**src/rtl/frame_unloader.sv**
```systemverilog
// Frame unloader: captures each completed latch frame into a DEPTH-frame FIFO
// and drains it word by word over a valid/ready stream with end-of-frame marking.
module frame_unloader #(
  parameter int STAGE  = 8,
  parameter int DWIDTH = 8,
  parameter int DEPTH  = 4
) (
  input  logic                       clk,
  input  logic                       rst,
  input  logic [DWIDTH-1:0]          frame_in [0:STAGE-1],
  input  logic                       frame_rdy,
  input  logic                       clr_ovf,
  output logic [DWIDTH-1:0]          out_data,
  output logic [$clog2(STAGE)-1:0]   out_idx,
  output logic                       out_valid,
  output logic                       out_last,
  input  logic                       out_ready,
  output logic [$clog2(DEPTH):0]     level,
  output logic                       full,
  output logic                       empty,
  output logic                       overflow
);

  localparam int AW = $clog2(DEPTH);
  localparam int IW = $clog2(STAGE);

  typedef enum logic {IDLE, SEND} state_t;

  state_t              state_q, state_d;
  logic                rdy_q;
  logic [AW:0]         wr_ptr_q, wr_ptr_d;
  logic [AW:0]         rd_ptr_q, rd_ptr_d;
  logic [IW-1:0]       idx_q, idx_d;
  logic [DWIDTH-1:0]   out_data_q, out_data_d;
  logic                out_last_q, out_last_d;
  logic                ovf_q, ovf_d;
  logic [DWIDTH-1:0]   fifo_q [DEPTH][STAGE];

  logic cap;
  logic wr_en;

  // Rising edge of the latch's frame-ready level; full is judged before any same-cycle pop.
  assign cap   = frame_rdy & ~rdy_q;
  assign wr_en = cap & ~full;

  // The extra wrap bit makes the pointer difference the true occupancy.
  assign level = wr_ptr_q - rd_ptr_q;
  assign full  = (level == (AW+1)'(DEPTH));
  assign empty = (level == '0);

  assign out_valid = (state_q == SEND);
  assign out_idx   = idx_q;
  assign out_data  = out_data_q;
  assign out_last  = out_last_q;
  assign overflow  = ovf_q;

  always_comb begin
    // NOTE: every signal gets a default first so no path leaves it unassigned (no latch).
    state_d    = state_q;
    idx_d      = idx_q;
    rd_ptr_d   = rd_ptr_q;
    wr_ptr_d   = wr_ptr_q + (AW+1)'(wr_en);
    out_data_d = '0;
    out_last_d = 1'b0;
    ovf_d      = ovf_q;

    if (cap && full)  ovf_d = 1'b1;
    else if (clr_ovf) ovf_d = 1'b0;

    case (state_q)
      IDLE: if (!empty) state_d = SEND;
      SEND: begin
        if (out_ready) begin
          if (idx_q == IW'(STAGE-1)) begin
            idx_d    = '0;
            rd_ptr_d = rd_ptr_q + (AW+1)'(1);
            if (wr_ptr_d == rd_ptr_d) state_d = IDLE;
          end else begin
            idx_d = idx_q + IW'(1);
          end
        end
      end
      default: state_d = IDLE;
    endcase

    if (state_d == SEND) begin
      // A frame written on this same edge into the slot about to be read is forwarded.
      if (wr_en && (wr_ptr_q[AW-1:0] == rd_ptr_d[AW-1:0]))
        out_data_d = frame_in[idx_d];
      else
        out_data_d = fifo_q[rd_ptr_d[AW-1:0]][idx_d];
      out_last_d = (idx_d == IW'(STAGE-1));
    end
  end

  always_ff @(posedge clk or posedge rst) begin
    if (rst) begin
      state_q    <= IDLE;
      rdy_q      <= 1'b1;
      wr_ptr_q   <= '0;
      rd_ptr_q   <= '0;
      idx_q      <= '0;
      out_data_q <= '0;
      out_last_q <= 1'b0;
      ovf_q      <= 1'b0;
      // NOTE: the frame store is reset too, so no stale word can ever reach out_data.
      for (int f = 0; f < DEPTH; f++)
        for (int w = 0; w < STAGE; w++)
          fifo_q[f][w] <= '0;
    end else begin
      // NOTE: non-blocking assignments so every register samples pre-edge values.
      state_q    <= state_d;
      rdy_q      <= frame_rdy;
      wr_ptr_q   <= wr_ptr_d;
      rd_ptr_q   <= rd_ptr_d;
      idx_q      <= idx_d;
      out_data_q <= out_data_d;
      out_last_q <= out_last_d;
      ovf_q      <= ovf_d;
      if (wr_en)
        for (int w = 0; w < STAGE; w++)
          fifo_q[wr_ptr_q[AW-1:0]][w] <= frame_in[w];
    end
  end

endmodule

```
**config.mk**
```make
export PLATFORM = sky130hd
export DESIGN_NAME = frame_unloader
export DESIGN_NICKNAME = d
export VERILOG_FILES = /design/src/rtl/frame_unloader.sv
export SDC_FILE = /design/constraint.sdc
export NUM_CORES = 1
export LEC_CHECK = 0
export CORE_MARGIN = 4
export CORE_UTILIZATION = 64
export DETAILED_ROUTE_END_ITERATION = 7
export PLACE_DENSITY = 0.85
export REMOVE_ABC_BUFFERS = 1
export SYNTH_ARGS = -nofsm -noshare
export SYNTH_HDL_FRONTEND = slang
export SYNTH_SLANG_ARGS = --single-unit
```
**constraint.sdc**
```tcl
create_clock -name clk -period 15.9 [get_ports clk]
set_input_delay 1.59 -clock clk [delete_from_list [all_inputs] [get_ports clk]]
set_output_delay 1.59 -clock clk [all_outputs]
set_load 0.01 [all_outputs]
```
Word level (Yosys, flattened, before mapping):

Cells that the tools add are included.

* register bits: 277

* add/sub/neg operators: 4
* order comparisons: 4
* equality and inequality tests: 5
* muxes and demuxes: 49
* bitwise gates (word level): 8
* reduce and logical (&&, ||, !) cells: 6

Operator list (number)
* $bwmux 256: 8
* $demux 64 s2: 8
* $mux 64: 3
* $bmux 64 s2: 1
* $mux 56: 1
* $mux 8: 7
* $bmux 8 s3: 2
* $mux 48: 1
* $mux 40: 1
* $mux 32: 1
* $mux 24: 1
* $mux 16: 1
* $eq 3x3->1 const B: 3
* $mux 3: 3
* $mux 1: 7
* $add 3x1->3 const B: 2
* $ge 3x3->1 const B: 2
* $mux 2: 3
* $not 2->3: 2
* $ge 4x4->1 const B: 1
* $not 3->4: 1
* $add 3x1->3: 1
* $eq 3x3->1: 1
* $logic_and 1x1->1: 3
* other kinds (9): 12

Depth between registers and ports, before layout:

* word-level depth: 13
* mapped depth: 15

Least setup slack after synthesis:

OpenSTA, ideal clock, no wires.

* kind: input port to flip-flop
* from: input port frame_rdy
* to: register out_data_q[0], in the netlist out_data[0]
* data arrival time: 3515 ps
* setup slack: 12281 ps
* stages on the path: 11
* path through: nand2b_1 > o21bai_1 > inv_1 > ha_1 > ha_1 > xor2_1 > xnor2_1 > o22ai_1 > nor3_2 > nand3_1 > o311ai_1

* longest elaborated chain between the ends: 9

Ends and longest elaborated chain
* start: declaration: line 11 `input logic frame_rdy,`
* $and 1x1->1: line 43 `assign cap = frame_rdy & ~rdy_q;`
* $and 1x1->1: line 44 `assign wr_en = cap & ~full;`
* $add 3x1->3: line 62 `wr_ptr_d = wr_ptr_q + (AW+1)'(wr_en);`
* via wr_ptr_d[2]: line 31 `logic [AW:0] wr_ptr_q, wr_ptr_d;`
* $eq 3x3->1: line 77 `if (wr_ptr_d == rd_ptr_d) state_d = IDLE;`
* $mux 1: line 77
* $mux 1: line 74 `if (idx_q == IW'(STAGE-1)) begin`
* $mux 1: line 73 `if (out_ready) begin`
* $pmux 1 s2: line 70 `case (state_q)`
* $mux 8: line 86 `if (state_d == SEND) begin`
* via out_data_d[0]: line 34 `logic [DWIDTH-1:0] out_data_q, out_data_d;`
* end signal: assignment: line 117 `out_data_q <= out_data_d;`
* end: declaration: line 34

The timed path passes the listed nets, and every way through them passes these cells.
A chain may end at the register's enable or synchronous reset.

Final worst setup path:

* from: input port out_ready
* to: register out_data_q[7], in the netlist out_data[7]

* longest elaborated chain between the ends: 11

Ends and longest elaborated chain
* start: declaration: line 17 `input logic out_ready,`
* $mux 2: line 73
* $mux 2: line 70
* $not 2->3 (implied by the code): line 91 `out_data_d = fifo_q[rd_ptr_d[AW-1:0]][idx_d];`
* $bmux 64 s2: line 91
* $mux 64 (implied by the code) (2 in a row): line 91
* $bmux 8 s3: line 91
* $mux 8 (implied by the code) (2 in a row): line 91
* $mux 8: line 88 `if (wr_en && (wr_ptr_q[AW-1:0] == rd_ptr_d[AW-1:0]))`
* $mux 8 (*): line 86
* via out_data_d[7]: line 34

The timed path passes the listed nets; every way through them passes the cells marked *. The select of a mux whose other input is x is not followed.

==> out/metrics.cfg <==
[status]
status = finished, final reports clean

[die]
start_util_pct = 65.0
core-area_um2 = 21000
die_area_um2 = 23700
num_rows = 53
io_pins = 88
die_w_um = 154
die_y_um = 154

[worst_setup_path]
critPathMaxStageDelay_ns = 0.69
cpMostUsedCell = buf_4
critPathRequiredTime_ns = 16.32
worstPathCellList = clkdlybuf4s50_1 -> and3_1 -> xnor2_4 -> buf_4 -> inv_2 -> buf_4 -> mux4_2 -> and2_1 -> o311ai_1 -> o211ai_1
crit_path_max_fanout = 52
worstSetupPathType = in2reg
cp.arrival_ns = 5.70
endpoint_kind = flop
crit_slowest_cell = and3_1
startpoint_type = primary input

[route]
met1_length_um = 14600
dr_wl_met2_um = 17400
drt_iter0_markers = 737
viasPerCell = 6.83
wl_per_cell_um = 24.7
drcViolationCount = 0
wl_met3_um = 2630
final_antenna_net_count = 0
dr.pass1.iters = 5
num_vias = 9941
routed.top_layer = met4
finalWirelength_um = 36000

[logic_synthesis]
synth_top_area_share_pct = 50.6
synth.avg_cell_area_um2 = 12.4
ys_ff_latch = 277
syn-instance-count = 1105
ys_types = 63
synthTopCellsByArea = dfrtp_1 (51%), mux2_2 (22%), mux2i_1 (4.8%)
yosys.area.top_type = dfrtp_1
yosysMostFrequentCell = dfrtp_1
synthFlopType = dfrtp_1
synth-edff-count = 0
synth_area_um2 = 13700
async_flop_share_pct = 100
yosysWarnings = 0
ys_seq_area_share_pct = 50.7
synth_common_cells = dfrtp_1 (276), mux2_2 (261), nand2_1 (100)

[cts]
clock_latency_ns = 0.55
cts_buffers = 28
cts_resized = 0
clockRootBuffer = clkbuf_16
h-tree-depth = 1
post_cts_buffers = 0
cts_tree = done
clock-sinks = 277
ctsHoldBuffers = 0
clk_pin_slew_ns = 0.06
clockBufferDepth = 3

[power_and_ir_drop]
peakVddDrop_uv = 113
design_power_total_mw = 3.54
p_leak_nw = 6.66
power.density_nw_per_um2 = 228

[sta]
finClkSkew_ns = 0.0198
final-max-slew-violation-count = 0
finalWorstSetupSlack_ns = 10.62
fin_crit_sh_pct = 33.2
finalHoldViolCount = 0
finalSetupViolations = 0
max_freq_mhz = 189
tightest_slew_ns = 1.21
fin_setup_tns_ns = 0
grt_setup_unrepaired = false
post-route-min-period_ns = 5.28
max_slew_margin_pct = 19.0

[job]
maxCapViolCount = 0

[min_path]
hp-class = reg2reg

[final_layout]
drive_gt1_share_pct = 29.2
nFillCells = 1344
n_antenna_cell = 0
area_growth_pct = 13.8
nNetsFinal = 1237

[grt]
grt_pass1_wl_um = 56400
grt_pass1_vias = 10107
grt_usage_pct = 30.0
overflow = 0
grt_max_degree = 128
antenna_found_initial = 0

[placement]
portBuffers = 87
place_hpwl_um = 21800
dp_slack_ns = 10.14
gpl.final_weighted_congestion = 0.886

==> placed cells by master, fill, tap and decap left out, drive strengths merged, types with 9 or more instances in the layout <==
master / Yosys / routed
mux2: 261 / 261
clkbuf: 26 / 44
nand3: 20 / 20
nand2: 100 / 100
o21bai: 9 / 9
dfrtp: 276 / 276
a311oi: 16 / 16
o22ai: 34 / 34
and3: 17 / 17
o221ai: 15 / 15
clkdlybuf4s50: 0 / 87
a221oi: 10 / 10
mux2i: 66 / 66
nor3: 9 / 9
nor2: 13 / 13
o31ai: 10 / 10
a32oi: 10 / 10
a21oi: 19 / 19
inv: 19 / 19
buf: 51 / 16
a211oi: 24 / 24
==> report_power, final <==
group	internal (mW)	switching (mW)	total [mW]
Combinational	0.774	0.873	1.65
Sequential	1.06	0.216	1.28
Clock	0.352	0.267	0.619
==> worst max-delay path: cells and delay by family <==
family / cells / cell delay (ns)
buf+inv: 4 / 2.16
simple gates: 2 / 0.85
xor+xnor: 1 / 0.17
compound gates: 2 / 0.39
mux: 1 / 0.48
==> final timing paths <==
kind | start | endpoint | slack, ns | cells past startpoint
worst max-delay path | out_ready | out_data[7] | 10.62 | 10
worst min-delay path | fifo_q[41] | fifo_q[41] | 0.50 | 1
worst max register to register | wr_ptr_q[0] | out_data[5] | 11.05 | 14
worst min register to register | fifo_q[41] | fifo_q[41] | 0.50 | 1
max in group asynchronous | rst | rd_ptr_q[0] | 12.71 | 3
min in group asynchronous | rst | fifo_q[175] | 1.58 | 2
==> stage by stage <==
stage	hold WS, ns	area, µm²	utilization, %	std cells
finish	0.499	15500	74.0	1456
global route	0.510	15500	74.0	1456
CTS	0.499	15500	74.0	1456
detailed placement	0.485	14700	69.9	1406
global placement	0.481	14700	69.9	1406
floorplan	0.470	13300	-	1028
==> area by class of cell <==
cell class              count  area [µm²]  share of cell area, %
flip-flops and latches    277        6930                   44.6
multi-input cells         732        6340                   40.8
repair buffers            103         991                   6.37
clock buffers              44         821                   5.28
well taps                 275         344                   2.21
inverters                  19        78.8                  0.507
clock inverters             6        41.3                  0.266
==> metal layers <==
| layer | vias to the layer above | global-route usage [%] |
|---|---|---|
| li1 | 4266 | - |
| met1 | 5123 | 41.2 |
| met2 | 456 | 48.5 |
| met3 | 96 | 4.87 |
| met4 | 0 | 11.4 |
| met5 | - | 0 |
==> state kept, by name, indices dropped and copies added (netlist names) <==
signal and count:
out_data 8, out_valid 1, fifo_q 256, rd_ptr_q 3, out_idx 3, overflow 1
rdy_q 1, out_last 1, wr_ptr_q 3
==> logic make-up (layout without fill, tap and decap cells) <==
| family | after synthesis | in the layout | share of synthesized area, % |
|---|---|---|---|
| and+or+nand+nor | 186 | 186 | 6.47 |
| adders and majority gates | 7 | 7 | 0.696 |
| buffers and inverters | 96 | 172 | 3.11 |
| muxes | 333 | 333 | 27.3 |
| DFF | 277 | 277 | 50.7 |
| xor gates and xnor gates | 9 | 9 | 0.815 |
| AOI/OAI and AO/OA | 197 | 197 | 10.8 |
No activity file was read; power rests on OpenSTA's default activity.
